`src/rtl/gmii_pkg.sv`:
```
// Shared types and defaults for the GMII transmit arbiter.
package gmii_pkg;

    localparam int unsigned GMII_DW     = 8;
    localparam int unsigned LEN_W       = 14;
    localparam int unsigned GAP_W       = 8;
    localparam int unsigned CNT_W       = 16;
    localparam int unsigned IFG_DEF     = 12;
    localparam int unsigned MAX_LEN_DEF = 1536;

    localparam logic [LEN_W-1:0] LEN_SAT = '1;

    typedef enum logic [1:0] {
        IDLE = 2'd0,
        SEND = 2'd1,
        GAP  = 2'd2
    } gmii_state_e;

    // FWFT head of one packet buffer
    typedef struct packed {
        logic               valid;
        logic [GMII_DW-1:0] data;
        logic               er;
        logic               last;
    } src_head_t;

endpackage

```
`src/rtl/rr_arb2.sv`:
```
// Two-way round-robin grant; prio flips away from the winner on each take.
module rr_arb2 (
    input  logic       clk,
    input  logic       rst_n,
    input  logic [1:0] req,
    input  logic       take,
    output logic       gnt
);

    logic prio;

    // A lone requester wins outright; a tie goes to prio.
    always_comb begin
        gnt = prio;
        if (req == 2'b01) begin
            gnt = 1'b0;
        end else if (req == 2'b10) begin
            gnt = 1'b1;
        end
    end

    always_ff @(posedge clk or negedge rst_n) begin
        if (!rst_n) begin
            prio <= 1'b0;
        end else if (take) begin
            prio <= ~gnt;
        end
    end

endmodule

```
`src/rtl/gmii_tx_arb.sv`:
```
// Frame-granular 2:1 arbiter onto one GMII transmit port with IFG and jabber guard.
// Optional per-source frame and error counters when GMII_TX_ARB_STATS_EN is defined.
module gmii_tx_arb
    import gmii_pkg::*;
#(
    parameter int unsigned IFG     = IFG_DEF,
    parameter int unsigned MAX_LEN = MAX_LEN_DEF
) (
    input  logic               tx_clk,
    input  logic               rst_n,
    input  logic               s0_valid,
    input  logic [GMII_DW-1:0] s0_data,
    input  logic               s0_er,
    input  logic               s0_last,
    input  logic               s1_valid,
    input  logic [GMII_DW-1:0] s1_data,
    input  logic               s1_er,
    input  logic               s1_last,
    output logic               s0_rd,
    output logic               s1_rd,
    output logic [GMII_DW-1:0] tx_data,
    output logic               tx_en,
    output logic               tx_er,
    output logic               busy
`ifdef GMII_TX_ARB_STATS_EN
    ,
    output logic [CNT_W-1:0]   frm_cnt0,
    output logic [CNT_W-1:0]   frm_cnt1,
    output logic [CNT_W-1:0]   err_cnt
`endif
);

    gmii_state_e        state, state_nxt;
    logic               sel, sel_nxt;
    logic [LEN_W-1:0]   len, len_nxt;
    logic [GAP_W-1:0]   gap, gap_nxt;
    logic [GMII_DW-1:0] tx_data_nxt;
    logic               tx_en_nxt, tx_er_nxt;
    logic               take, gnt, pop, jab;
    src_head_t          s0_head, s1_head, head;

    assign s0_head = '{valid: s0_valid, data: s0_data, er: s0_er, last: s0_last};
    assign s1_head = '{valid: s1_valid, data: s1_data, er: s1_er, last: s1_last};
    assign head    = sel ? s1_head : s0_head;

    rr_arb2 u_rr (
        .clk   (tx_clk),
        .rst_n (rst_n),
        .req   ({s1_valid, s0_valid}),
        .take  (take),
        .gnt   (gnt)
    );

    // Next-state and next-output logic
    always_comb begin
        state_nxt   = state;
        sel_nxt     = sel;
        len_nxt     = len;
        gap_nxt     = gap;
        tx_data_nxt = '0;
        tx_en_nxt   = 1'b0;
        tx_er_nxt   = 1'b0;
        take        = 1'b0;
        pop         = 1'b0;
        jab         = 1'b0;
        unique case (state)
            IDLE: begin
                if (s0_valid || s1_valid) begin
                    take      = 1'b1;
                    sel_nxt   = gnt;
                    len_nxt   = '0;
                    state_nxt = SEND;
                end
            end
            SEND: begin
                pop         = head.valid;
                jab         = (len >= LEN_W'(MAX_LEN));
                tx_en_nxt   = 1'b1;
                tx_data_nxt = head.valid ? head.data : '0;
                // An empty head cannot stall the PHY, so send an errored idle byte
                tx_er_nxt   = (head.valid ? head.er : 1'b1) | jab;
                if (pop) begin
                    if (len != LEN_SAT) begin
                        len_nxt = len + LEN_W'(1);
                    end
                    if (head.last) begin
                        state_nxt = GAP;
                        gap_nxt   = GAP_W'(IFG - 2);
                    end
                end
            end
            GAP: begin
                if (gap == '0) begin
                    state_nxt = IDLE;
                end else begin
                    gap_nxt = gap - GAP_W'(1);
                end
            end
            default: state_nxt = IDLE;
        endcase
    end

    always_ff @(posedge tx_clk or negedge rst_n) begin
        if (!rst_n) begin
            state   <= IDLE;
            sel     <= 1'b0;
            len     <= '0;
            gap     <= '0;
            tx_data <= '0;
            tx_en   <= 1'b0;
            tx_er   <= 1'b0;
            busy    <= 1'b0;
        end else begin
            state   <= state_nxt;
            sel     <= sel_nxt;
            len     <= len_nxt;
            gap     <= gap_nxt;
            tx_data <= tx_data_nxt;
            tx_en   <= tx_en_nxt;
            tx_er   <= tx_er_nxt;
            busy    <= (state_nxt != IDLE);
        end
    end

    // Pops are qualified by rst_n so nothing leaves a buffer during reset
    assign s0_rd = rst_n && pop && !sel;
    assign s1_rd = rst_n && pop && sel;

`ifdef GMII_TX_ARB_STATS_EN
    logic frm_done, err_evt;

    assign frm_done = pop && head.last;
    assign err_evt  = (state == SEND) && (!head.valid || jab);

    always_ff @(posedge tx_clk or negedge rst_n) begin
        if (!rst_n) begin
            frm_cnt0 <= '0;
            frm_cnt1 <= '0;
            err_cnt  <= '0;
        end else begin
            frm_cnt0 <= frm_cnt0 + CNT_W'(frm_done && !sel);
            frm_cnt1 <= frm_cnt1 + CNT_W'(frm_done && sel);
            err_cnt  <= err_cnt + CNT_W'(err_evt);
        end
    end
`endif

endmodule

```
`config.mk`:
```
export PLATFORM = sky130hd
export DESIGN_NAME = gmii_tx_arb
export DESIGN_NICKNAME = d
export VERILOG_FILES = /design/src/rtl/gmii_pkg.sv /design/src/rtl/rr_arb2.sv /design/src/rtl/gmii_tx_arb.sv
export SDC_FILE = /design/constraint.sdc
export NUM_CORES = 1
export LEC_CHECK = 0
export ABC_AREA = 1
export CAP_MARGIN = 25
export CORE_UTILIZATION = 55
export DETAILED_ROUTE_END_ITERATION = 16
export GPL_TIMING_DRIVEN = 1
export PLACE_DENSITY = 0.81
export SYNTH_ARGS = -nofsm -noshare
export SYNTH_HDL_FRONTEND = slang
export SYNTH_SLANG_ARGS = --single-unit
```
`constraint.sdc`:
```
create_clock -name tx_clk -period 2.8 [get_ports tx_clk]
set_input_delay 0.56 -clock tx_clk [delete_from_list [all_inputs] [get_ports tx_clk]]
set_output_delay 0.56 -clock tx_clk [all_outputs]
set_load 0.005 [all_outputs]
```
== Yosys cells after proc, flatten, opt, wreduce, memory -nomap -nowiden ==
Cells that the tools add are included.

* Output and inout port bits: 13
* Flip-flop bits (word level): 37
* Word-level logic and storage cells: 61
* Input bits: 24

* $add $sub $neg: 2
* Equality and inequality tests: 10
* Reductions and logical operators: 13
* $lt $le $gt $ge: 1
* Bitwise logic cells: 2
* Mux-type cells: 24

{| class="wikitable"
|+ Operator list
! operator !! count
|-
| 2-to-1 mux 14 bit || 3
|-
| 2-to-1 mux 8 bit || 5
|-
| one-hot mux 14 bit (2 select lines) || 1
|-
| one-hot mux 8 bit (2 select lines) || 1
|-
| adder 14 x 1 -> 14 bit (second input constant) || 1
|-
| >= comparator 14 x 11 -> 1 bit (second input constant) || 1
|-
| inequality test 14 bit (second input constant) || 1
|-
| 2-to-1 mux 11 bit || 1
|-
| inequality test 2 bit (second input constant) || 5
|-
| logical NOT 8 bit || 1
|-
| 2-to-1 mux 1 bit || 8
|-
| 2-to-1 mux 2 bit || 4
|-
| AND reduction 4 bit || 2
|-
| subtractor 8 x 1 -> 8 bit (second input constant) || 1
|-
| one-hot mux 2 bit (3 select lines) || 1
|-
| nonzero test 2 bit || 3
|-
| == test 2 x 1 -> 1 bit (second input constant) || 2
|-
| == test 2 bit (second input constant) || 2
|-
| logical AND 1 bit || 3
|-
| logical NOT 2 bit || 1
|-
| AND reduction 2 bit || 1
|-
| logical NOT 1 bit || 1
|-
| logical OR 1 bit || 1
|-
| NOT 1 bit || 1
|-
| bitwise OR 1 bit || 1
|}

== Logic depth before layout (Yosys ltp) ==
* Depth in word-level cells: 5
* Mapped depth: 9
* Depth with buffers taken out: 9

== By module ==
Synthesis repeated with hierarchy kept, for this count alone.

* Cells, all modules: 287
* Area total of the unflattened synthesis: 2,124.5 µm²

{| class="wikitable"
|+ By module, submodules not included
! module !! sequential area each (µm²) !! area each (µm²) !! times used !! cells each
|-
| gmii_tx_arb || 900.9 || 2,059.5 || 1 || 276
|-
| rr_arb2 || 25.0 || 65.1 || 1 || 11
|}

== Worst setup path before layout ==
No wires, ideal clock.

* Path type: input -> output
* From: in s1_valid
* To: out s0_rd
* Path slack: 1.095 ns
* Arrival time: 1.145 ns
* Buffers on the path: 1
* Stages: 5
* Required time: 2.240 ns
* Path through: nand2_1 -> nand2_1 -> nand2_1 -> buf_2 -> nor3_1

* Cells in the longest elaborated chain, start to end: 4

{| class="wikitable"
|+ Ends and longest elaborated chain
! item !! line !! text
|-
| start, declared || gmii_tx_arb.sv:15 || <nowiki>input logic s1_valid,</nowiki>
|-
| 2-to-1 mux 11 bit || gmii_tx_arb.sv:44 || <nowiki>assign head = sel ? s1_head : s0_head;</nowiki>
|-
| 2-to-1 mux 1 bit || gmii_tx_arb.sv:66 || <nowiki>unique case (state)</nowiki>
|-
| logical AND 1 bit (2 in a row) || gmii_tx_arb.sv:126 || <nowiki>assign s0_rd = rst_n && pop && !sel;</nowiki>
|-
| end, declared || gmii_tx_arb.sv:19 || <nowiki>output logic s0_rd,</nowiki>
|}

Every way passes these cells.

== Worst setup path in the final report ==
Ends and elaborated chain as after synthesis.

==> results.json <==
{
  "run_status": "finished, final reports clean",
  "clock_sinks": 37,
  "ys.warnings.count": 0,
  "drtIter0Drc": 142,
  "post_synth_inst_count": 267,
  "r2r_cells": 8,
  "htree_num_levels": 2,
  "vdd_drop_max_v": 0.000299,
  "biggest_area_contributors_in_the_synthesized_netlist": "sky130_fd_sc_hd__dfrtp_1 45%, sky130_fd_sc_hd__nand2_1 17%, sky130_fd_sc_hd__nand3_1 5.8%",
  "critical_setup_path_class": "primary input to output pin",
  "hold_slack_ns": 0.346,
  "synth_sequential_area_ratio": 0.449,
  "setup.worst_path.end_class": "output pin",
  "placement_rows": 21,
  "static_leakage_nw": 1.15,
  "clkLatencyLatePin_ns": 0.29,
  "peak_fanout_along_the_critical_path": 4,
  "initial_antenna_violation_count": 0,
  "timing.final.setup_violations": 0,
  "critical_path.reg2reg.endpoint": "len[12]",
  "relSlewSlack": 0.692,
  "timing.final.max_slew_violations": 0,
  "register_to_register_setup_slack_ns": 0.88,
  "postLayoutCoreUtil": 0.733,
  "min_period_over_period": 0.937,
  "antenna-diode-count": 0,
  "holdCritPathClass": "primary input to async pin",
  "yosys_register_bits": 37,
  "maxClockFrequency_mhz": 381,
  "floorplan.initialDensity": 0.594,
  "fp.coreArea_mm2": 0.00347,
  "drt_first_pass_iters": 4,
  "worst_setup_hold_path_clk_slew_ns": 0.07,
  "dp_hpwl_mm": 3.25,
  "number_of_buffers_on_the_longest_clock_path": 2,
  "die_w_um": 63.2,
  "grt_first_pass_wirelength_mm": 8.01,
  "worst_ep_required_time_ns": 2.24,
  "grtUsageTotal": 0.260,
  "finalSetupTns_ns": 0,
  "tritoncts": "done",
  "synth_top_cell_by_area": "sky130_fd_sc_hd__dfrtp_1",
  "grt_setup_unrepaired": "no",
  "detail_route.wl_per_cell_um": 12.7,
  "synthesis.nets": 295,
  "design_area_mm2": 0.00254,
  "min_period_ns": 2.62,
  "postPlaceCellArea_mm2": 0.00246,
  "rr_startpoint": "sel",
  "timing.critical_path.from_type": "primary input",
  "route.antenna.remaining_nets": 0,
  "syn_area_mm2": 0.00206,
  "slew_at_the_pin_closest_to_its_max_slew_limit_ns": 0.462,
  "post-route-drc-count": 0,
  "port_buffers": 36,
  "max_cap_viol": 0,
  "critical_path_arrival_ns": 2.06,
  "cts_inserted_buffers": 5,
  "cts_root_buffer": "sky130_fd_sc_hd__clkbuf_8",
  "total_i_o_pin_count": 37,
  "drive_above_1_share": 0.104,
  "grt_max_degree": 38,
  "globalRoute.totalOverflow": 0,
  "num_vias": 1837,
  "synthesis.area_per_instance_um2": 7.72,
  "dieArea_mm2": 0.00400,
  "wirelength_mm": 4.52,
  "fin_worst_skew_ns": 0.00612,
  "first_global_vias": 1844,
  "hold_violations": 0,
  "finalNetCount": 336,
  "final_weighted_congestion_in_routability_driven_placement": 0.878,
  "drt-vias-per-instance": 5.17,
  "synth.distinct_cells": 29,
  "height_of_the_chip_um": 63.2,
  "power-per-cell-area_mw_per_mm2": 372,
  "area_growth_pct": 23.3,
  "post-synth-top-area-fraction": 0.449
}
[worst max-delay path, cell delays in order]
cell                              delay [ns]
sky130_fd_sc_hd__clkdlybuf4s50_1        0.49
sky130_fd_sc_hd__nand2_1                0.06
sky130_fd_sc_hd__nand2_1                0.15
sky130_fd_sc_hd__nand2_1                0.10
sky130_fd_sc_hd__nor3_1                 0.16
sky130_fd_sc_hd__clkdlybuf4s50_1        0.54
[cell type report]
class / count / area (µm²)
clock buffer: 6 / 72.6
clock inverter: 2 / 10.0
fill: 278 / 927
inverter: 22 / 85.1
multi-input combinational: 203 / 1010
sequential: 37 / 926
tap: 46 / 57.6
timing repair buffer: 39 / 378
[sequential cells by signal, indices dropped and copies added, names as in the netlist]
signal     cells
tx_er          1
tx_en          1
gap            8
len           14
busy           1
tx_data        8
sel            1
state          2
u_rr.prio      1
[repair_timing]
| action | CTS | global route |
|---|---|---|
| buffers inserted | 0 | 0 |
| gates resized for setup | 0 | 1 |
| hold buffers | 0 | 0 |
| endpoints found under the setup margin | 0 | 1 |
[Yosys cell counts]
cell type,count
sky130_fd_sc_hd__dfrtp_1,37
sky130_fd_sc_hd__ha_1,4
sky130_fd_sc_hd__xnor2_1,1
sky130_fd_sc_hd__and3_1,1
sky130_fd_sc_hd__a21oi_1,8
sky130_fd_sc_hd__buf_4,1
sky130_fd_sc_hd__a31oi_1,1
sky130_fd_sc_hd__clkbuf_1,2
sky130_fd_sc_hd__o21ai_1,4
sky130_fd_sc_hd__nand2_2,6
sky130_fd_sc_hd__and2_1,1
sky130_fd_sc_hd__nand4_1,4
sky130_fd_sc_hd__nand2_1,95
sky130_fd_sc_hd__buf_12,1
sky130_fd_sc_hd__or2_1,1
sky130_fd_sc_hd__nor2_4,3
sky130_fd_sc_hd__inv_2,3
sky130_fd_sc_hd__o21ai_0,10
sky130_fd_sc_hd__nand2_4,2
sky130_fd_sc_hd__o21ai_2,4
sky130_fd_sc_hd__nand3_1,24
sky130_fd_sc_hd__nor3_1,3
sky130_fd_sc_hd__buf_2,1
sky130_fd_sc_hd__inv_1,19
sky130_fd_sc_hd__or2_2,2
sky130_fd_sc_hd__nand4_4,1
sky130_fd_sc_hd__o21bai_1,1
sky130_fd_sc_hd__xor2_1,6
sky130_fd_sc_hd__nor2_1,21
[cells by family after synthesis]
logic type | synth area share
simple gates | 0.360
fa+ha+maj | 0.0243
compound gates | 0.0771
buf+inv | 0.0595
flops | 0.449
xor+xnor | 0.0298
[cell usage in the layout (no fill, tap or decap), types with 4 or more instances in the layout]
cell	n
sky130_fd_sc_hd__o21ai_2	4
sky130_fd_sc_hd__inv_1	19
sky130_fd_sc_hd__nand3_1	24
sky130_fd_sc_hd__a21oi_1	8
sky130_fd_sc_hd__xor2_1	6
sky130_fd_sc_hd__dfrtp_1	37
sky130_fd_sc_hd__clkbuf_8	5
sky130_fd_sc_hd__nor2_1	21
sky130_fd_sc_hd__nand4_1	4
sky130_fd_sc_hd__nand2_2	6
sky130_fd_sc_hd__clkdlybuf4s50_1	35
sky130_fd_sc_hd__o21ai_1	4
sky130_fd_sc_hd__nand2_1	95
sky130_fd_sc_hd__o21ai_0	10
sky130_fd_sc_hd__ha_1	4
[metal layers]
layer / track usage / vias up / wire length (µm)
met4: 0.0938 / 0 / 68
li1: - / 933 / -
met1: 0.327 / 860 / 2120
met3: 0.0743 / 6 / 179
met2: 0.426 / 38 / 2160
met5: 0 / - / 0
[how the worst max path moves through the flow]
stage          startpoint  endpoint  cells past startpoint
3_3_place_gp     s1_valid     s1_rd                      6
3_5_place_dp     s1_valid     s0_rd                      6
5_1_grt               sel     s0_rd                      6
6_report         s1_valid     s0_rd                      6
2_1_floorplan    s1_valid     s0_rd                      5
4_1_cts               sel     s0_rd                      6
[power by group]
group / internal [W] / switching, W
Clock: 0.000173 / 0.000190
Combinational: 0.0000310 / 0.0000189
Sequential: 0.000534 / 0
[metrics by stage]
step | total power, W | setup slack [ns] | std cells
after floorplan | 0.000551 | 1.10 | 267
after global placement | 0.000595 | 0.243 | 347
after detailed placement | 0.000595 | 0.181 | 347
after CTS | 0.000957 | 0.133 | 355
after global routing | 0.000985 | 0.00749 | 355
final | 0.000946 | 0.177 | 355
Note: power is estimated with default switching activity, not from simulation.
